$ cat config.mk
export PLATFORM = sky130hd
export DESIGN_NAME = miner_axis_ctrl
export DESIGN_NICKNAME = d
export VERILOG_FILES = /design/src/rtl/miner_ctrl_pkg.sv /design/src/rtl/miner_ctrl_result_ser.sv /design/src/rtl/miner_axis_ctrl.sv
export SDC_FILE = /design/constraint.sdc
export NUM_CORES = 1
export LEC_CHECK = 0
export CAP_MARGIN = 40
export CELL_PAD_IN_SITES_DETAIL_PLACEMENT = 1
export CELL_PAD_IN_SITES_GLOBAL_PLACEMENT = 1
export CORE_AREA = 4 4 399 401
export DETAILED_ROUTE_END_ITERATION = 8
export DIE_AREA = 0 0 403 405
export PLACE_DENSITY_LB_ADDON = 0.08
export SETUP_SLACK_MARGIN = 0.1
export SLEW_MARGIN = 15
export SYNTH_ARGS = -nofsm -noshare
export SYNTH_HDL_FRONTEND = slang
export SYNTH_SLANG_ARGS = --single-unit
$ cat constraint.sdc
create_clock -name aclk -period 5.65 [get_ports aclk]
set_input_delay 1.4125 -clock aclk [delete_from_list [all_inputs] [get_ports aclk]]
set_output_delay 1.4125 -clock aclk [all_outputs]
set_load 0.02 [all_outputs]
$ cat src/rtl/miner_ctrl_pkg.sv
`default_nettype none
// ============================================================================
// Module   : miner_ctrl_pkg
// Purpose  : Shared types and constants for the AXI-stream miner sequencer:
//            state encoding, header/result word counts and the word index
//            of every block-header field.
// Ports    : none (package)
// Revision : 1.0  initial release
// ============================================================================
package miner_ctrl_pkg;

   localparam int HDR_WORDS   = 20;
   localparam int RES_WORDS   = 8;

   localparam int IDX_VERSION = 0;
   localparam int IDX_PREV    = 1;
   localparam int IDX_MERKLE  = 9;
   localparam int IDX_TIME    = 17;
   localparam int IDX_NBITS   = 18;
   localparam int IDX_NONCE   = 19;

   localparam logic [4:0] CNT_LAST = 5'(HDR_WORDS - 1);
   localparam logic [2:0] IDX_LAST = 3'(RES_WORDS - 1);

   typedef enum logic [1:0] {
      ST_COLLECT = 2'd0,
      ST_START   = 2'd1,
      ST_WAIT    = 2'd2,
      ST_SEND    = 2'd3
   } state_e;

endpackage
`default_nettype wire

$ cat src/rtl/miner_ctrl_result_ser.sv
`default_nettype none
// ============================================================================
// Module   : miner_ctrl_result_ser
// Purpose  : Captures a 256-bit result hash and streams it out as eight
//            32-bit AXIS beats, least-significant word first, tlast on the
//            eighth beat.
// Ports    : clk, rst_n             clock, async active-low reset
//            load, load_data        capture hash and start a new frame
//            m_axis_*               AXIS master (tdata/tvalid/tready/tlast)
//            frame_done             final beat handshaken this cycle
// Revision : 1.0  initial release
// ============================================================================
module miner_ctrl_result_ser
   import miner_ctrl_pkg::*;
(
   input  logic         clk,
   input  logic         rst_n,
   input  logic         load,
   input  logic [255:0] load_data,
   output logic [31:0]  m_axis_tdata,
   output logic         m_axis_tvalid,
   input  logic         m_axis_tready,
   output logic         m_axis_tlast,
   output logic         frame_done
);

   logic [255:0] hash_q, hash_d;
   logic [2:0]   idx_q, idx_d;
   logic         valid_q, valid_d;
   logic         hs;

   assign hs = valid_q & m_axis_tready;

   always_comb begin
      hash_d  = hash_q;
      idx_d   = idx_q;
      valid_d = valid_q;
      if (load) begin
         hash_d  = load_data;
         idx_d   = 3'd0;
         valid_d = 1'b1;
      end else if (hs) begin
         if (idx_q == IDX_LAST) begin
            idx_d   = 3'd0;
            valid_d = 1'b0;
         end else begin
            idx_d = idx_q + 3'd1;
         end
      end
   end

   always_ff @(posedge clk or negedge rst_n) begin
      if (!rst_n) begin
         hash_q  <= '0;
         idx_q   <= 3'd0;
         valid_q <= 1'b0;
      end else begin
         hash_q  <= hash_d;
         idx_q   <= idx_d;
         valid_q <= valid_d;
      end
   end

   // Data and tlast are decoded purely from registers, so they cannot move
   // while the beat is stalled.
   assign m_axis_tdata  = hash_q[{idx_q, 5'd0} +: 32];
   assign m_axis_tvalid = valid_q;
   assign m_axis_tlast  = valid_q & (idx_q == IDX_LAST);
   assign frame_done    = hs & (idx_q == IDX_LAST);

endmodule
`default_nettype wire

$ cat src/rtl/miner_axis_ctrl.sv
`default_nettype none
// ============================================================================
// Module   : miner_axis_ctrl
// Purpose  : Sequences the miner core: collects a 20-word block header from
//            the AXIS slave port, pulses miner_start, waits for miner_done or
//            timeout, then streams the 8-word result hash on the AXIS master.
// Ports    : aclk, aresetn          clock, async active-low reset
//            s_axis_*               header input stream
//            m_axis_*               result hash output stream
//            miner_start            one-cycle start pulse to the miner
//            blk_* / *_hash         header fields presented to the miner
//            miner_done/hash/nonce  miner completion interface
//            found_nonce            winning nonce captured on done
//            frame_err, timeout_err one-cycle error pulses
// Revision : 1.0  initial release
// ============================================================================
module miner_axis_ctrl
   import miner_ctrl_pkg::*;
#(
   parameter logic [31:0] TIMEOUT_CYCLES = 32'd100_000_000
)(
   input  logic         aclk,
   input  logic         aresetn,
   input  logic [31:0]  s_axis_tdata,
   input  logic         s_axis_tvalid,
   output logic         s_axis_tready,
   input  logic         s_axis_tlast,
   output logic [31:0]  m_axis_tdata,
   output logic         m_axis_tvalid,
   input  logic         m_axis_tready,
   output logic         m_axis_tlast,
   output logic         miner_start,
   output logic [31:0]  blk_version,
   output logic [255:0] prev_blk_hash,
   output logic [255:0] merkle_root_hash,
   output logic [31:0]  blk_time,
   output logic [31:0]  blk_nbits,
   output logic [31:0]  blk_nonce,
   input  logic         miner_done,
   input  logic [255:0] miner_hash,
   input  logic [31:0]  miner_nonce,
   output logic [31:0]  found_nonce,
   output logic         frame_err,
   output logic         timeout_err
);

   state_e      state_q, state_d;
   logic [4:0]  cnt_q, cnt_d;
   logic [31:0] timer_q, timer_d;
   logic [31:0] hdr_q [HDR_WORDS];
   logic [31:0] hdr_d [HDR_WORDS];
   logic [31:0] nonce_q, nonce_d;
   logic        tready_q, tready_d;
   logic        start_q, start_d;
   logic        ferr_q, ferr_d;

   logic        beat_in;
   logic        expire;
   logic        ser_load;
   logic        ser_done;
   logic        timeout_hit;

   assign beat_in = s_axis_tvalid & tready_q;
   assign expire  = (TIMEOUT_CYCLES != 32'd0) && (timer_q == TIMEOUT_CYCLES - 32'd1);

   always_comb begin
      state_d     = state_q;
      cnt_d       = cnt_q;
      timer_d     = timer_q;
      hdr_d       = hdr_q;
      nonce_d     = nonce_q;
      ferr_d      = 1'b0;
      ser_load    = 1'b0;
      timeout_hit = 1'b0;
      case (state_q)
         ST_COLLECT: begin
            if (beat_in) begin
               hdr_d[cnt_q] = s_axis_tdata;
               if (cnt_q == CNT_LAST) begin
                  // The 20th word completes the header whatever tlast says.
                  cnt_d   = 5'd0;
                  state_d = ST_START;
               end else if (s_axis_tlast) begin
                  cnt_d  = 5'd0;
                  ferr_d = 1'b1;
               end else begin
                  cnt_d = cnt_q + 5'd1;
               end
            end
         end
         ST_START: begin
            timer_d = 32'd0;
            state_d = ST_WAIT;
         end
         ST_WAIT: begin
            timer_d = timer_q + 32'd1;
            // Completion is checked first so it wins over a coincident expiry.
            if (miner_done) begin
               ser_load = 1'b1;
               nonce_d  = miner_nonce;
               state_d  = ST_SEND;
            end else if (expire) begin
               timeout_hit = 1'b1;
               state_d     = ST_COLLECT;
            end
         end
         ST_SEND: begin
            if (ser_done) begin
               state_d = ST_COLLECT;
            end
         end
         default: state_d = ST_COLLECT;
      endcase
      tready_d = (state_d == ST_COLLECT);
      start_d  = (state_d == ST_START);
   end

   always_ff @(posedge aclk or negedge aresetn) begin
      if (!aresetn) begin
         state_q  <= ST_COLLECT;
         cnt_q    <= 5'd0;
         timer_q  <= 32'd0;
         hdr_q    <= '{default: '0};
         nonce_q  <= 32'd0;
         tready_q <= 1'b0;
         start_q  <= 1'b0;
         ferr_q   <= 1'b0;
      end else begin
         state_q  <= state_d;
         cnt_q    <= cnt_d;
         timer_q  <= timer_d;
         hdr_q    <= hdr_d;
         nonce_q  <= nonce_d;
         tready_q <= tready_d;
         start_q  <= start_d;
         ferr_q   <= ferr_d;
      end
   end

   miner_ctrl_result_ser u_ser (
      .clk           (aclk),
      .rst_n         (aresetn),
      .load          (ser_load),
      .load_data     (miner_hash),
      .m_axis_tdata  (m_axis_tdata),
      .m_axis_tvalid (m_axis_tvalid),
      .m_axis_tready (m_axis_tready),
      .m_axis_tlast  (m_axis_tlast),
      .frame_done    (ser_done)
   );

   genvar k;
   generate
      for (k = 0; k < 8; k++) begin : g_pack
         assign prev_blk_hash[32*k +: 32]    = hdr_q[IDX_PREV + k];
         assign merkle_root_hash[32*k +: 32] = hdr_q[IDX_MERKLE + k];
      end
   endgenerate

   assign blk_version   = hdr_q[IDX_VERSION];
   assign blk_time      = hdr_q[IDX_TIME];
   assign blk_nbits     = hdr_q[IDX_NBITS];
   assign blk_nonce     = hdr_q[IDX_NONCE];
   assign found_nonce   = nonce_q;
   assign s_axis_tready = tready_q;
   assign miner_start   = start_q;
   assign frame_err     = ferr_q;
   // Expiry is decided in the same cycle miner_done is sampled (done must be
   // able to veto it), so this pulse is decoded rather than registered.
   assign timeout_err   = timeout_hit;

endmodule
`default_nettype wire

==> impl_results.md <==
* Top_reg_cell synth: dfrtp_1
* Max-slew violation count at 0
* Total gr overflow at 0
* CP peak stage delay at 0.62 ns
* TritonCTS Sinks at 974
* RR Startpoint: state_q[1]$_DFF_PN0_
* Async set or reset register ratio after synthesis at 1.00
* Wire per inst at 28.9 um
* Initial Util at 0.251
* Vias at 25,600
* Number of buffers inserted by post-CTS setup repair at 0
* Io pins at 1,036
* Htree depth at 3
* Critical Path Source Type: input port
* RSZ-0062 raised after global routing: false
* Post-CTS Resized at 0
* Gpl congestion at 0.785
* Hold Path Depth at 1
* Final min period at 5.04 ns
* Crit-path max FO at 4
* Maximum VDD drop at 0.358 mV
* Average size of a mapped cell at 15.9 sq um
* Hold WS at 0.487 ns
* Fin crit share at 0.891
* Synth Instances at 2,458
* Met2 usage in global routing at 0.351
* Fin. Hold Viols at 0
* Pre-antenna DRT Iters at 4
* Vias/cell at 4.51
* Crit-path slowest cell: clkdlybuf4s50_1
* Crit path capture type: output port
* Clk_lat worst skew at 0.75 ns
* CP Cell Sequence: clkdlybuf4s50_1 -> nor4_1 -> nand4_1 -> nor4_1 -> clkdlybuf4s18_2 -> clkdlybuf4s50_1
* Leakage at 25.1 nW
* Crit path DAT at 3.62 ns
* Flop2flop setup slack at 2.28 ns
* Max-cap viol count at 0
* Clock Path Buffers at 3
* Clk root buf: clkbuf_16
* Pin slew with the least headroom to its limit at 0.893 ns
* Worst R2R End: blk_time[8]$_DFFE_PN0P_
* GR Util met1 at 0.222
* Die Y at 405 um
* Family with the most delay on the worst path: buffers and inverters
* Grt met3 use at 0.0586
* Initial drt markers at 784
* Yosys cell types at 51
* Cell area after synthesis at 39,100 sq um
* End point of the worst hold path: prev_blk_hash[84]$_DFFE_PN0P_
* CP required at 4.24 ns
* Row count at 145
* Total negative slack at 0 ns
* Antenna viol nets, final at 0
* Slew margin rel. at 0.405
* Worst Reg2Reg Path Length in Cells at 7
* DRC at 0
* Post-DP HPWL at 121,000 um
* Vias in the first global route at 28,400
* Synth top area share at 0.624
* Largest net degree at the start of global routing at 109
* CTS Buf Count at 116
* Initial antenna violation count at 40
* Worst hold start: prev_blk_hash[84]$_DFFE_PN0P_
* Die ar. at 163,000 sq um
* Ratio of cells with drive above 1 in the final layout at 0.358
* GRT Max-Usage Layer: met2
* Area growth, synth to finish at 44.2%
* WL final at 163,000 um
* Global-route wire length before repair at 229,000 um
* Worst Path Buf+Inv at 3
* Synth top cells by count: 974 x dfrtp_1, 915 x mux2_2, 117 x clkbuf_1
* Synth area leaders: dfrtp_1 62%, mux2_2 26%, mux4_2 3.7%
* Syn_nets at 2,795
* Fill cell count at 16,000
* # setup viols final at 0
* Yosys Warn Count at 0
* # nets final at 3,833
* Register bit total from synthesis at 974
* Die Wd at 403 um
* Core ar. at 156,000 sq um
* Final Skew at 0.0543 ns
* Clock-pin slew of the registers on the worst-case setup and hold paths at 0.06 ns
* Cts hold-fix bufs at 0
* Multi-input gate area at 13,900 sq um
* Number of synthesized flops with an enable pin at 0
* Seq/Total Area, Yosys at 0.624
* Aggregate global-route resource usage at 0.196
* Power density cells at 421 nW/um^2
* Clock tree from TritonCTS: done
* Count leader, synth: dfrtp_1
* Leading area contributor after synthesis: dfrtp_1
* Fmax at 199 MHz
* CP Depth at 6
* Status: completed
* Port buffer count at 1,035
* Type of the worst setup path: in -> out
* FF/Latch Area at 24,400 sq um
* HP Class: reg -> reg
-- stage by stage --
stage	area, sq um	utilization	instances	worst slack [ns]	power [mW]
2_1_floorplan	39100	-	2458	1.71	11.9
3_3_place_gp	52000	0.334	5418	0.127	16.0
3_5_place_dp	52200	0.336	5435	0.579	16.1
4_1_cts	56300	0.362	5647	0.489	24.1
5_1_grt	56300	0.362	5656	0.468	24.8
6_report	56300	0.362	5664	0.613	23.7
-- registers in the layout, indices dropped and copies added (netlist names), 2 cells and up --
signal            flops
u_ser.idx_q           3
blk_nbits            32
blk_time             32
found_nonce          32
prev_blk_hash       256
cnt_q                 5
timer_q              32
blk_version          32
state_q               2
merkle_root_hash    256
u_ser.hash_q        256
blk_nonce            32
-- placed cells by master, fill, tap and decap left out, drive strengths merged, types with 14 or more instances in the layout --
master,count
nand2,32
dfrtp,974
a21oi,27
clkinv,26
buf,86
clkdlybuf4s50,1029
o21ai,14
diode,16
nor2,29
nand3,23
clkbuf,171
mux2,960
o31ai,14
inv,18
or4,16
mux4,64
-- kinds of logic after synthesis --
group | synth area share
AO/OA/AOI/OAI | 0.0111
XOR/XNOR | 0.00157
adder cells (fa/ha/maj) | 0.00352
buffers and inverters | 0.0231
flip-flops | 0.624
multiplexers | 0.314
AND/OR/NAND/NOR | 0.0226
-- report_power, final --
part | switching, mW | internal [mW] | leakage, nW
clock | 3.14 | 4.70 | 1.99
combinational | 3.56 | 3.30 | 10.0
sequential | 0.749 | 8.25 | 13.1
total | 7.45 | 16.2 | 25.1
-- layout make-up --
type                    count  area share
multi-input cells        1273       0.247
diodes                     16    0.000711
well taps                2058      0.0457
inverters                  15    0.000999
repair buffers           1116       0.201
clock inverters            41      0.0106
clock buffers             171      0.0609
flip-flops and latches    974       0.433
-- worst max-delay path by stage --
stage	from	slack, ns	to
after floorplan	miner_done	1.71	timeout_err
after global placement	miner_done	0.13	timeout_err
after detailed placement	miner_done	0.58	timeout_err
after CTS	u_ser.idx_q[0]$_DFFE_PN0P_	0.49	m_axis_tdata[23]
after global routing	miner_done	0.47	timeout_err
final	miner_done	0.61	timeout_err
-- routing by layer --
metal	vias up	wire length, um
met2	779	84000
met4	18	5210
met1	13600	63100
met3	206	11000
met5	-	108
li1	10900	-
(Power assumes the default switching activity.)
